<file path="src/rtl/ram_input_ctrl.sv">
// ram_input_ctrl: conditions raw board inputs (push-button, slide switches) into
// clean RAM controls for the RAM/7-seg display block: 2-flop synchronizers,
// key debounce, a single-cycle write strobe and stable address/data/mode.
// Optional build macro: AUTO_INC_EN (address from an internal auto-incrementing
// pointer instead of the address switches).
module ram_input_ctrl #(
  parameter int DEBOUNCE_CYCLES = 500000,
  parameter int AW              = 4,
  parameter int DW              = 4
) (
  input  logic          clock_in,
  input  logic          reset_n,
  input  logic          key_n,
  input  logic [AW-1:0] sw_addr,
  input  logic [DW-1:0] sw_data,
  input  logic          sw_mode,
  output logic [AW-1:0] address,
  output logic [DW-1:0] data_in,
  output logic          mode,
  output logic          we,
  output logic          busy
);

  localparam int            CW       = $clog2(DEBOUNCE_CYCLES);
  localparam logic [CW-1:0] CNT_LAST = CW'(DEBOUNCE_CYCLES - 1);

  typedef enum logic [1:0] {
    ST_IDLE  = 2'd0,
    ST_WRITE = 2'd1,
    ST_HOLD  = 2'd2
  } state_t;

  // Synchronizer stages
  logic          key_meta_q,  key_sync_q;
  logic          mode_meta_q, mode_sync_q;
  logic [AW-1:0] addr_meta_q, addr_sync_q;
  logic [DW-1:0] data_meta_q, data_sync_q;

  // Debounce state (key_db_q: 1 = released, 0 = pressed)
  logic          key_db_q, key_db_d;
  logic [CW-1:0] cnt_q,    cnt_d;

  // FSM and registered outputs
  state_t        state_q,   state_d;
  logic [AW-1:0] address_q, address_d;
  logic [DW-1:0] data_in_q, data_in_d;
  logic          we_q,      we_d;
  logic          busy_q,    busy_d;
  logic [AW-1:0] sel_addr;

`ifdef AUTO_INC_EN
  logic [AW-1:0] ptr_q, ptr_d;
  assign sel_addr = ptr_q;
`else
  assign sel_addr = addr_sync_q;
`endif

  // Two-flop synchronizers; key idles high (released), everything else low.
  always_ff @(posedge clock_in or negedge reset_n) begin
    if (!reset_n) begin
      key_meta_q  <= 1'b1;
      key_sync_q  <= 1'b1;
      mode_meta_q <= 1'b0;
      mode_sync_q <= 1'b0;
      addr_meta_q <= '0;
      addr_sync_q <= '0;
      data_meta_q <= '0;
      data_sync_q <= '0;
    end else begin
      key_meta_q  <= key_n;
      key_sync_q  <= key_meta_q;
      mode_meta_q <= sw_mode;
      mode_sync_q <= mode_meta_q;
      addr_meta_q <= sw_addr;
      addr_sync_q <= addr_meta_q;
      data_meta_q <= sw_data;
      data_sync_q <= data_meta_q;
    end
  end

  // Debounce: the synced key must disagree with the accepted level for
  // DEBOUNCE_CYCLES consecutive clocks before the new level is taken.
  always_comb begin
    key_db_d = key_db_q;
    cnt_d    = cnt_q;
    if (key_sync_q == key_db_q) begin
      cnt_d = '0;
    end else if (cnt_q == CNT_LAST) begin
      key_db_d = key_sync_q;
      cnt_d    = '0;
    end else begin
      cnt_d = cnt_q + CW'(1);
    end
  end

  // Debounce registers.
  always_ff @(posedge clock_in or negedge reset_n) begin
    if (!reset_n) begin
      key_db_q <= 1'b1;
      cnt_q    <= '0;
    end else begin
      key_db_q <= key_db_d;
      cnt_q    <= cnt_d;
    end
  end

  // FSM next state: HOLD is only left on release, so a pressed level seen in
  // IDLE is always a fresh press edge and each press yields one action.
  always_comb begin
    state_d   = state_q;
    address_d = address_q;
    data_in_d = data_in_q;
    we_d      = 1'b0;
`ifdef AUTO_INC_EN
    ptr_d     = ptr_q;
`endif
    case (state_q)
      ST_IDLE: begin
        address_d = sel_addr;
        if (!key_db_q) begin
          if (mode_sync_q) begin
            state_d   = ST_WRITE;
            we_d      = 1'b1;
            data_in_d = data_sync_q;
          end else begin
            state_d = ST_HOLD;
`ifdef AUTO_INC_EN
            ptr_d   = ptr_q + AW'(1);
`endif
          end
        end else begin
          state_d = ST_IDLE;
        end
      end
      ST_WRITE: begin
        state_d = ST_HOLD;
`ifdef AUTO_INC_EN
        ptr_d   = ptr_q + AW'(1);
`endif
      end
      ST_HOLD: begin
        if (key_db_q) begin
          state_d = ST_IDLE;
        end else begin
          state_d = ST_HOLD;
        end
      end
      default: begin
        state_d = ST_IDLE;
      end
    endcase
    busy_d = (state_d != ST_IDLE);
  end

  // FSM state and registered outputs; reset clears we/busy asynchronously.
  always_ff @(posedge clock_in or negedge reset_n) begin
    if (!reset_n) begin
      state_q   <= ST_IDLE;
      address_q <= '0;
      data_in_q <= '0;
      we_q      <= 1'b0;
      busy_q    <= 1'b0;
`ifdef AUTO_INC_EN
      ptr_q     <= '0;
`endif
    end else begin
      state_q   <= state_d;
      address_q <= address_d;
      data_in_q <= data_in_d;
      we_q      <= we_d;
      busy_q    <= busy_d;
`ifdef AUTO_INC_EN
      ptr_q     <= ptr_d;
`endif
    end
  end

  assign address = address_q;
  assign data_in = data_in_q;
  assign mode    = mode_sync_q;
  assign we      = we_q;
  assign busy    = busy_q;

endmodule

</file>
<file path="config.mk">
export PLATFORM = sky130hd
export DESIGN_NAME = ram_input_ctrl
export DESIGN_NICKNAME = d
export VERILOG_FILES = /design/src/rtl/ram_input_ctrl.sv
export SDC_FILE = /design/constraint.sdc
export NUM_CORES = 1
export LEC_CHECK = 0
export ABC_CLOCK_PERIOD_IN_PS = 2100
export CORE_MARGIN = 4
export CORE_UTILIZATION = 31
export CTS_CLUSTER_DIAMETER = 80
export DETAILED_ROUTE_END_ITERATION = 7
export GPL_ROUTABILITY_DRIVEN = 0
export HOLD_SLACK_MARGIN = 0.06
export PLACE_DENSITY_LB_ADDON = 0.2
export SLEW_MARGIN = 20
export SYNTH_ARGS = -nofsm -noshare
export SYNTH_HDL_FRONTEND = slang
export SYNTH_SLANG_ARGS = --single-unit
</file>
<file path="constraint.sdc">
create_clock -name clock_in -period 2.1 [get_ports clock_in]
set_input_delay 0.42 -clock clock_in [delete_from_list [all_inputs] [get_ports clock_in]]
set_output_delay 0.42 -clock clock_in [all_outputs]
set_load 0.02 [all_outputs]
</file>
# Word level (Yosys, flattened, before mapping)
# Cells that the tools add are included.
# totals
regBits	52
in_bits	12
word_cells	35
# classes
add_sub_neg	1
eq_ne	4
mux	9
bitwise	2
reduce_logical	4
# ops
operator	n
two-way mux 19 bit	2
adder 19 x 1 -> 19 bit (second input constant)	1
equality test 19 bit (second input constant)	1
two-way mux 2 bit	3
one-hot mux 2 bit (3 select lines)	1
two-way mux 1 bit	3
AND reduction 3 bit	1
equality test 2 x 1 -> 1 bit (second input constant)	1
equality test 2 bit (second input constant)	1
zero test 2 bit	1
inverter 1 bit	2
AND reduction 2 bit	1
nonzero test 2 bit	1
equality test 1 bit	1

# Depth between registers and ports, before layout
# depth
word_depth	4
depth_mapped	7

# Least setup slack after synthesis
# Ideal clock, no wire load.
# synth_path
path_kind	reg-to-reg
start	register cnt_q[14]
end	register cnt_q[10]
arrival_time_ns	1.710
slack_ns	0.271
path_stages_with_launch	6
period_less_slack_ns	1.829
cell_sequence	dfrtp_1 > or4b_1 > or3_4 > o21bai_4 > buf_6 > nor2_1
# synth_between
elab_chain_cells	3
# synth_lines
item	line_no	rtl
from (decl)	41	logic [CW-1:0] cnt_q, cnt_d;
from (signal assigned)	103	cnt_q <= cnt_d;
equality test 19 bit	88	end else if (cnt_q == CNT_LAST) begin
two-way mux 19 bit	88	
two-way mux 19 bit	86	if (key_sync_q == key_db_q) begin
net cnt_d[10]	41	
# The timed path passes the listed nets, and every way through them passes these cells.
# A chain may end at the register's enable or synchronous reset.

# Worst setup path after layout
# layout_path
start	register cnt_q[14]
end	register key_db_q
# layout_between
elab_chain_cells	2
# layout_lines
item	line_no	rtl
equality test 19 bit	88	
AND reduction 2 bit (no line)	n/a	
to (signal assigned)	102	key_db_q <= key_db_d;
to (decl)	40	logic key_db_q, key_db_d;
# No other way between the ends.

==> impl_metrics.yaml <==
run_status:
  status: "finished clean"
critical_path:
  cp_top_family: "simple AND/OR/NAND/NOR gates"
  crit_required_ns: 2.32
  crit_path_end_kind: "flip-flop"
  worstPathArrival_ns: 2.12
  critical_path.max_fanout: 3
  crit_chain: "or4b_1 > or3_4 > nor2_1 > mux2_2"
  crit_type: "reg2reg"
  path_buf_inv: 0
  startpoint_type: "flip-flop"
  cp_slowest_stage_delay_ns: 0.53
  r2r-start: "cnt_q[14]"
  startpoint: "cnt_q[14]"
  critPathSlowestCell: "or4b_1"
routing:
  routed.top_layer: "met4"
  finalWirelength_mm: 3.410
  drtIter0Drc: 99
  drtPass1Iterations: 4
  drc: 0
  met3_length_um: 206
  num_vias: 1218
  met1_length_mm: 1.504
  wl_met2_mm: 1.683
  drtAntennaViolNets: 0
  via_per_inst: 4.776
  post_drt_wl_per_cell_um: 13.37
global_route:
  grt_pass1_wl_mm: 5.851
  antenna_found_initial: 0
  track_usage: 0.09919
  grt_max_degree: 25
  grt_remaining_overflow: 0
  grt_pass1_vias: 1297
logic_synthesis:
  netlist_area_um2: 1951
  ys_warn_count: 0
  ys_types: 27
  netlist_instances: 147
  ys_seq_area_frac: 0.6690
  synth_nets: 160
  async_flop_share: 1.000
  syn-mean-instance-area_um2: 13.27
  synth_top_area_share: 0.6286
  post-synth-top-area-cell: "dfrtp_1"
  synth_top_cells_by_area: "dfrtp_1 (63%), mux2_2 (5.2%), dfstp_2 (4.0%)"
  synth_edf_count: 0
  ys.flop_type: "dfrtp_1"
  ys_seq_elements: 52
worst_hold_path:
  min-delay-start: "mode_meta_q"
  hp-class: "reg2reg"
die:
  coreArea_um2: 6026
  io_pins: 23
  dieArea_um2: 7626
  chipHeight_um: 87.33
  num_rows: 28
  die_w_um: 87.33
  start_util: 0.3237
cells_and_area:
  layout_commonest_cell: "dfrtp_1"
  finalNonFillerCells: 255
  drive_above_1_share: 0.1444
  syn_to_final_growth_pct: 22.32
  antenna_cells: 0
  fin_nets: 192
  layout_common_cells: "dfrtp_1 (49), clkdlybuf4s50_1 (21), nor2_1 (19), mux2_2 (9)"
clock_tree:
  clk_latency_ns: 0.29
  cts_buffers: 5
  root_buffer: "clkbuf_8"
  post_cts_buffers: 0
  clkSinkCount: 52
  clkTransAtPathRegs_ns: 0.10
  cts_tree: "yes"
  htree_levels: 2
  cts_buffer_depth: 2
sta:
  worstMarginPinSlew_ns: 0.4354
  hold_viol_final: 0
  relSlewSlack: 0.7098
  setup_violations: 0
  period_share: 0.9033
  maxSlewViolCount: 0
  timing.final.crit_period_ns: 1.897
  finalClockSkew_ns: 0.009511
  fmax_ghz: 0.5272
  rsz0062_at_grt: "no"
  tns_ns: 0
  setup_slack_ns: 0.2030
pwr:
  vdd.ir_drop.worst_uv: 413.7
  internal_power_mw: 1.304
  seq_power_share: 0.618
  switching_share: 0.2230
  pwr-share-clk: 0.342
  cellLeakagePower_nw: 1.007
  pwr-share-comb: 0.040
  powerDensity_nw_per_um2: 703.2
  p_sw_mw: 0.3741
placed_design:
  dp.cells: 246
  dpl.hpwl_mm: 2.441
  place_ws_ns: 0.2076
  port_buffers: 22
job:
  max_cap_viol_count: 0
==> area by class of cell <==
class / count / area (um2)
clock buffer: 6 / 72.57
fill: 588 / 3640
clock inverter: 2 / 17.52
inverter: 3 / 11.26
multi-input combinational: 90 / 618.1
timing repair buffer: 27 / 267.8
sequential: 52 / 1305
tap: 75 / 93.84
==> through the flow <==
stage,power [mW],util,hold WS [ns],cell area [um2]
4_1_cts,1.715,0.3960,0.3589,2386
5_1_grt,1.774,0.3960,0.3645,2386
2_1_floorplan,1.072,-,0.1244,1951
6_report,1.678,0.3960,0.3573,2386
3_5_place_dp,1.126,0.3794,0.3347,2286
3_3_place_gp,1.121,0.3794,0.3328,2286
==> state kept, by name, summed over array words and instances (netlist names), 2 cells and up <==
signal / cells
state_q: 2
address: 4
data_sync_q: 4
data_meta_q: 4
cnt_q: 19
addr_meta_q: 4
data_in: 4
addr_sync_q: 4
==> path summary, 6_finish.rpt <==
check                            end  slack (ns)  cells after the start
hold reg to reg                 mode        0.36                      0
setup reg to reg            key_db_q        0.20                      4
setup / recovery            key_db_q        0.20                      4
max in group asynchronous  cnt_q[11]        0.86                      3
hold / removal                  mode        0.36                      0
min in group asynchronous  cnt_q[17]        0.59                      2
==> power groups by stage <==
stage               registers (mW)  clock network, mW  logic [mW]
finish                        1.04              0.574      0.0668
global route                  1.04              0.657      0.0766
CTS                           1.04              0.607      0.0697
detailed placement            1.06                  0      0.0683
global placement              1.06                  0      0.0654
floorplan                     1.06                  0      0.0165
==> cells by family after synthesis <==
family,count (synthesis),synth area share
AOI/OAI and AO/OA,11,0.03913
xor gates and xnor gates,14,0.06286
muxes,10,0.05709
DFF,52,0.6690
buffers and inverters,5,0.01411
adders and majority gates,1,0.006413
and+or+nand+nor,54,0.1514
==> repair_timing <==
item / 4_1_cts / 5_1_grt
endpoints found under the hold margin: 9 / 0
hold buffers: 1 / 0
resized for setup: 0 / 0
==> routing by layer <==
metal  vias up  track usage
met5         -            0
met4         0      0.03905
met3         2      0.03217
met2        40       0.1589
met1       599       0.1238
li1        577            -
==> synthesized netlist by cell type, types with 3 or more instances <==
cell,instances
dfrtp_1,49
nor2_1,19
mux2_2,9
nand3_1,7
xnor2_1,7
xor2_1,7
a21oi_1,6
nand4_1,6
nand2_1,5
and4_1,3
dfstp_2,3
inv_1,3
o31ai_1,3
or4_1,3
Power figures use the tool's default switching activity.
